$ cat config.mk
export PLATFORM = sky130hd
export DESIGN_NAME = fetch_addr_unit
export DESIGN_NICKNAME = d
export VERILOG_FILES = /design/src/rtl/fetch_addr_unit_pkg.sv /design/src/rtl/fetch_addr_unit_pc_incr.sv /design/src/rtl/fetch_addr_unit.sv
export SDC_FILE = /design/constraint.sdc
export NUM_CORES = 1
export LEC_CHECK = 0
export ABC_CLOCK_PERIOD_IN_PS = 5100
export CORE_AREA = 2 2 141 88
export CTS_CLUSTER_DIAMETER = 50
export DETAILED_ROUTE_END_ITERATION = 8
export DIE_AREA = 0 0 143 90
export PLACE_DENSITY = 0.92
export RECOVER_POWER = 100
export SLEW_MARGIN = 0
export SYNTH_ARGS = -nofsm -noshare
export SYNTH_HDL_FRONTEND = slang
export SYNTH_SLANG_ARGS = --single-unit
$ cat constraint.sdc
create_clock -name clock -period 5.1 [get_ports clock]
set_input_delay 0.765 -clock clock [delete_from_list [all_inputs] [get_ports clock]]
set_output_delay 0.765 -clock clock [all_outputs]
set_load 0.01 [all_outputs]
$ cat src/rtl/fetch_addr_unit_pkg.sv
// Shared FSM encodings and constants for the fetch address engine.
// Imported by the top and the pc incrementer.
package fetch_addr_unit_pkg;

  typedef enum logic [1:0] {
    S_IDLE = 2'd0,
    S_REQ  = 2'd1,
    S_ERR  = 2'd2
  } fetch_state_t;

  localparam int WORD_BYTES = 4;

  localparam logic [31:0] DEFAULT_RESET_PC = 32'h0000_0000;

  function automatic logic is_misaligned(input logic [1:0] lsb);
    return lsb != 2'b00;
  endfunction

endpackage

$ cat src/rtl/fetch_addr_unit_pc_incr.sv
// Combinational next-word adder; wraps modulo 2^W.
// Also reused by the branch-target path.
module pc_incr
  import fetch_addr_unit_pkg::*;
#(
  parameter int W = 32
) (
  input  logic [W-1:0] a,
  output logic [W-1:0] y
);

  assign y = a + W'(WORD_BYTES);

endmodule

$ cat src/rtl/fetch_addr_unit.sv
// Instruction-fetch address engine: byte PC, word-indexed
// memory handshake and a one-entry output buffer for decode.
module fetch_addr_unit
  import fetch_addr_unit_pkg::*;
#(
  parameter int          DATA_WIDTH  = 32,
  parameter int          IMEM_ADDR_W = 10,
  parameter logic [31:0] RESET_PC    = DEFAULT_RESET_PC
) (
  input  logic                   clock,
  input  logic                   reset,
  input  logic                   redirect_valid,
  input  logic [DATA_WIDTH-1:0]  redirect_target,
  input  logic                   stall,
  output logic                   imem_req,
  output logic [IMEM_ADDR_W-1:0] imem_addr,
  input  logic                   imem_ack,
  input  logic [DATA_WIDTH-1:0]  imem_rdata,
  output logic                   if_valid,
  output logic [DATA_WIDTH-1:0]  if_instr,
  output logic [DATA_WIDTH-1:0]  if_pc,
  output logic [DATA_WIDTH-1:0]  if_pc_plus4,
  output logic                   misalign_err
);

  fetch_state_t          state;
  logic [DATA_WIDTH-1:0] pc;
  logic [DATA_WIDTH-1:0] pc_next;
  logic                  take;

  pc_incr #(.W(DATA_WIDTH)) u_pc_incr (
    .a (pc),
    .y (pc_next)
  );

  // A held, stalled buffer or a pending redirect suppresses the request.
  assign imem_req = (state == S_REQ)
                  && !(if_valid && stall)
                  && !redirect_valid;

  assign imem_addr = pc[IMEM_ADDR_W+1:2];

  // Acks are only honoured while we are actually requesting.
  assign take = imem_ack && imem_req;

  // PC, FSM and output buffer; redirect has top priority after reset.
  always_ff @(posedge clock) begin
    if (reset) begin
      pc           <= DATA_WIDTH'(RESET_PC);
      state        <= S_IDLE;
      if_valid     <= 1'b0;
      misalign_err <= 1'b0;
      if_instr     <= '0;
      if_pc        <= '0;
      if_pc_plus4  <= '0;
    end else if (redirect_valid) begin
      if_valid <= 1'b0;
      if (is_misaligned(redirect_target[1:0])) begin
        state        <= S_ERR;
        misalign_err <= 1'b1;
      end else begin
        pc           <= redirect_target;
        state        <= S_REQ;
        misalign_err <= 1'b0;
      end
    end else begin
      unique case (state)
        S_IDLE: state <= S_REQ;
        S_REQ: begin
          if (take) begin
            if_instr    <= imem_rdata;
            if_pc       <= pc;
            if_pc_plus4 <= pc_next;
            if_valid    <= 1'b1;
            pc          <= pc_next;
          end else if (if_valid && !stall) begin
            if_valid <= 1'b0;
          end
        end
        S_ERR: state <= S_ERR;
        default: state <= S_IDLE;
      endcase
    end
  end

endmodule
==> out/qor.log <==
qor: run_status.outcome complete, no violations
qor: global_routing.track_usage 27.0%
qor: critical_path.cp-start-kind input pin
qor: timing.max_freq 243 MHz
qor: yosys.avgSynthCellArea 7.99 sq um
qor: power.cell_internal_pwr 0.00201 W
qor: power.power.leakage 3.04 nW
qor: critical_path.reg2reg_to if_pc_plus4[13]$_SDFFE_PP0P_
qor: cells_and_area.synthToLayoutAreaGrowth 41.4%
qor: yosys.async_reset_ff_share 0%
qor: place.detailedPlacementHpwl 11500 um
qor: floorplanning.chipHeight 90 um
qor: cells_and_area.leading_cell_type_in_the_layout_fill_and_taps_excluded sky130_fd_sc_hd__nand2_1
qor: power.powerDensity 327 mW/mm^2
qor: worst_hold_path.hold_end if_instr[30]$_SDFFE_PP0P_
qor: detailed_routing.antenna_violating_nets_post_route 0
qor: global_routing.met1_usage 36.7%
qor: global_routing.grt_overflow_total 0
qor: timing.final_skew 7.79 ps
qor: cts.tritoncts yes
qor: place.port-buffer-count 177
qor: floorplanning.dieArea 0.0129 sq mm
qor: timing.finalWorstPathRequiredPeriod 4110 ps
qor: global_routing.grt_busiest_layer met2
qor: power.power_frac_comb 8.3%
qor: critical_path.critical-path-max-stage-delay 890 ps
qor: critical_path.setup.worst_path.class in -> reg
qor: critical_path.crit_required 5410 ps
qor: yosys.synth.yosys.seq_area_share 46.1%
qor: place.finalWeightedCongestion 0.844
qor: timing.hold_viol_final 0
qor: critical_path.reg2reg_setup_slack 2230 ps
qor: worst_hold_path.holdCritStartpoint if_instr[30]$_SDFFE_PP0P_
qor: yosys.synth.cell_area 0.00565 sq mm
qor: global_routing.global_route_wire_length_before_repair 27600 um
qor: cts.cts-root-to-sink-buffers 2
qor: cts.clkLatencyLatePin 420 ps
qor: power.seq_power_share 41.5%
qor: cts.clk_pin_slew_worst_paths 60 ps
qor: worst_hold_path.hp-class reg -> reg
qor: critical_path.critical_path.slowest_cell sky130_fd_sc_hd__clkbuf_1
qor: yosys.synthCells 707
qor: yosys.area_fraction_in_compound_gates_after_synthesis 18.7%
qor: yosys.postSynth.topFlopCell sky130_fd_sc_hd__dfxtp_1
qor: yosys.yosys-mux-area-fraction 1.97%
qor: detailed_routing.route.vias.total 5677
qor: global_routing.largest_net_degree_at_the_start_of_global_routing 102
qor: critical_path.timing.critical_path.cells dlygate4sd3_1 -> clkbuf_1 -> nor3b_2 -> buf_4 -> a31o_1 -> o21ai_0 -> a32o_1
qor: critical_path.timing.reg2reg.worst_path_depth 5
qor: global_routing.met2_usage 39.5%
qor: cells_and_area.most-common-layout-cells sky130_fd_sc_hd__nand2_1 (149), sky130_fd_sc_hd__dfxtp_1 (130), sky130_fd_sc_hd__dlygate4sd3_1 (109)
qor: timing.setup_tns 0 ps
qor: floorplanning.effective_utilization_at_floorplan 48.4%
qor: critical_path.end_kind register
qor: yosys.synth-edff-count 0
qor: detailed_routing.drt_pass1_iterations 6
qor: detailed_routing.via_per_inst 5.59
qor: worst_hold_path.holdPathStages 2
qor: detailed_routing.wl_per_cell 17.0 um
qor: floorplanning.std_cell_rows 31
qor: detailed_routing.finalWirelength 17300 um
qor: detailed_routing.drc 0
qor: global_routing.groute.layer.met3.usage 9.54%
qor: yosys.synth.yosys.warnings 0
qor: critical_path.critical_path_peak_fanout 26
qor: critical_path.crit_family buffers and inverters
qor: yosys.synth-adder-area-share 0.221%
qor: cts.cts-buffers-inserted 17
qor: timing.final-setup-viol-count 0
qor: detailed_routing.drt_iter0_drc 499
qor: cts.post_cts_resized 0
qor: critical_path.r2r-start state[0]$_SDFFE_PP0P_
qor: critical_path.cp.buffers_inverters 3
qor: timing.post-route-period-util 80.7%
qor: power.peakVddDrop 0.230 mV
qor: cells_and_area.final_net_count 908
qor: cts.cts_root_buffer sky130_fd_sc_hd__clkbuf_16
qor: timing.worst_slew_pin_slew 1360 ps
qor: power.power.share.clock 50.2%
qor: yosys.ys_ff_latch 130
qor: floorplanning.floorplan.die.width 143 um
qor: cts.cts.sinks 130
qor: power.fin_total_pwr 0.00261 W
qor: power.switching_power 0.000601 W
qor: cts.hold_buffers 0
qor: global_routing.antenna_found_initial 0
qor: floorplanning.coreArea 0.0117 sq mm
qor: timing.timing.slew.headroom 9.00%
qor: timing.maxSlewViolCount 0
qor: yosys.post_synth_num_cell_types 57
qor: yosys.post_synth_xor_area_fraction 2.17%
qor: power.sw_frac_of_total 23.0%
qor: floorplanning.io-pin-count 178
qor: cells_and_area.n_antenna_cell 0
qor: cts.h-tree-depth 4
qor: timing.grt_setup_unrepaired no
qor: yosys.combinational_family_with_the_most_area_after_synthesis simple AND/OR/NAND/NOR gates
qor: global_routing.grt_pass1_vias 5284
qor: yosys.synth-simple-area-share 24.2%
qor: cts.number_of_buffers_inserted_to_repair_setup_after_cts 0
qor: yosys.syn-num-nets 777
qor: run.cap_viol_max_count 0
qor: cells_and_area.drive_above_1_share 6.70%
qor: critical_path.arrival 4420 ps
==> stage by stage <==
| stage | cell area, sq um | util (%) | std cells | hold WS [ps] | worst slack [ps] |
|---|---|---|---|---|---|
| finish | 7990 | 68.4 | 1016 | 448 | 985 |
| global route | 7990 | 68.4 | 1016 | 465 | 806 |
| CTS | 8000 | 68.5 | 1016 | 454 | 1750 |
| detailed placement | 7350 | 62.9 | 984 | 446 | 1600 |
| global placement | 7350 | 62.9 | 984 | 439 | 1670 |
| floorplan | 5650 | - | 707 | 427 | 2850 |
==> synth_stat cells, drive strengths merged (2+ instances only) <==
cell	instances	area [sq um]
a211oi	7	52.6
a21oi	95	475
a222oi	2	20.0
a22o	2	17.5
a22oi	7	52.6
a311oi	2	17.5
a31o	2	17.5
a31oi	8	50.1
and2	4	25.0
and3	9	56.3
and4	4	41.3
buf	34	209
clkbuf	38	143
dfxtp	130	2600
inv	5	18.8
mux2i	10	100
nand2	149	559
nand2b	9	56.3
nand3	17	90.1
nand3b	3	22.5
nand4	9	77.6
nor2	37	139
nor3	31	176
nor4	3	18.8
o211ai	2	15.0
o21a	3	22.5
o21ai	32	160
o22ai	11	68.8
or2	2	12.5
or3	7	43.8
or4	5	41.3
xnor2	9	78.8
xor2	5	43.8
==> registers in the layout, indices dropped and copies added (netlist names) <==
signal / count
if_pc: 32
misalign_err: 1
state: 2
if_valid: 1
if_instr: 32
if_pc_plus4: 30
pc: 32
==> layout make-up <==
type | instances | area (sq um)
clock inverter | 12 | 180
sequential | 130 | 2600
tap | 165 | 206
timing repair buffer | 184 | 1820
clock buffer | 20 | 467
inverter | 6 | 22.5
multi-input combinational | 499 | 2690
fill | 897 | 3690
==> power groups by stage <==
| stage | Combinational (W) | Sequential (W) | Clock [W] |
|---|---|---|---|
| after detailed placement | 0.000221 | 0.00111 | 0 |
| after floorplan | 0.000116 | 0.00109 | 0 |
| after CTS | 0.000223 | 0.00108 | 0.00133 |
| after global routing | 0.000234 | 0.00109 | 0.00138 |
| after global placement | 0.000217 | 0.00110 | 0 |
| final | 0.000217 | 0.00108 | 0.00131 |
==> worst max path at each step <==
stage | startpoint | slack [ps] | cells after the start | endpoint
floorplan | redirect_valid | 2850 | 7 | if_pc_plus4[6]$_SDFFE_PP0P_
CTS | redirect_valid | 1750 | 5 | imem_req
detailed placement | redirect_valid | 1600 | 7 | pc[13]$_SDFFE_PP0P_
finish | redirect_valid | 990 | 7 | pc[18]$_SDFFE_PP0P_
global route | redirect_valid | 810 | 7 | if_pc_plus4[13]$_SDFFE_PP0P_
global placement | redirect_valid | 1670 | 7 | pc[13]$_SDFFE_PP0P_
==> tightest hold or removal path, stage by stage, from the launching register on <==
cell and delay (ps):
sky130_fd_sc_hd__dfxtp_1 300, sky130_fd_sc_hd__nand2_1 50, sky130_fd_sc_hd__a21oi_1 50
==> routing by layer <==
| metal | part of all wire, % | up-vias |
|---|---|---|
| li1 | - | 2719 |
| met1 | 43 | 2617 |
| met2 | 43 | 302 |
| met3 | 12 | 39 |
| met4 | 2.3 | 0 |
| met5 | 0 | - |
==> kinds of logic after synthesis <==
logic type | count (synthesis)
AND/OR/NAND/NOR | 290
AO/OA/AOI/OAI | 183
adder cells (fa/ha/maj) | 1
buffers and inverters | 78
multiplexers | 11
XOR/XNOR | 14
flip-flops | 130
No activity file was read; power rests on OpenSTA's default activity.
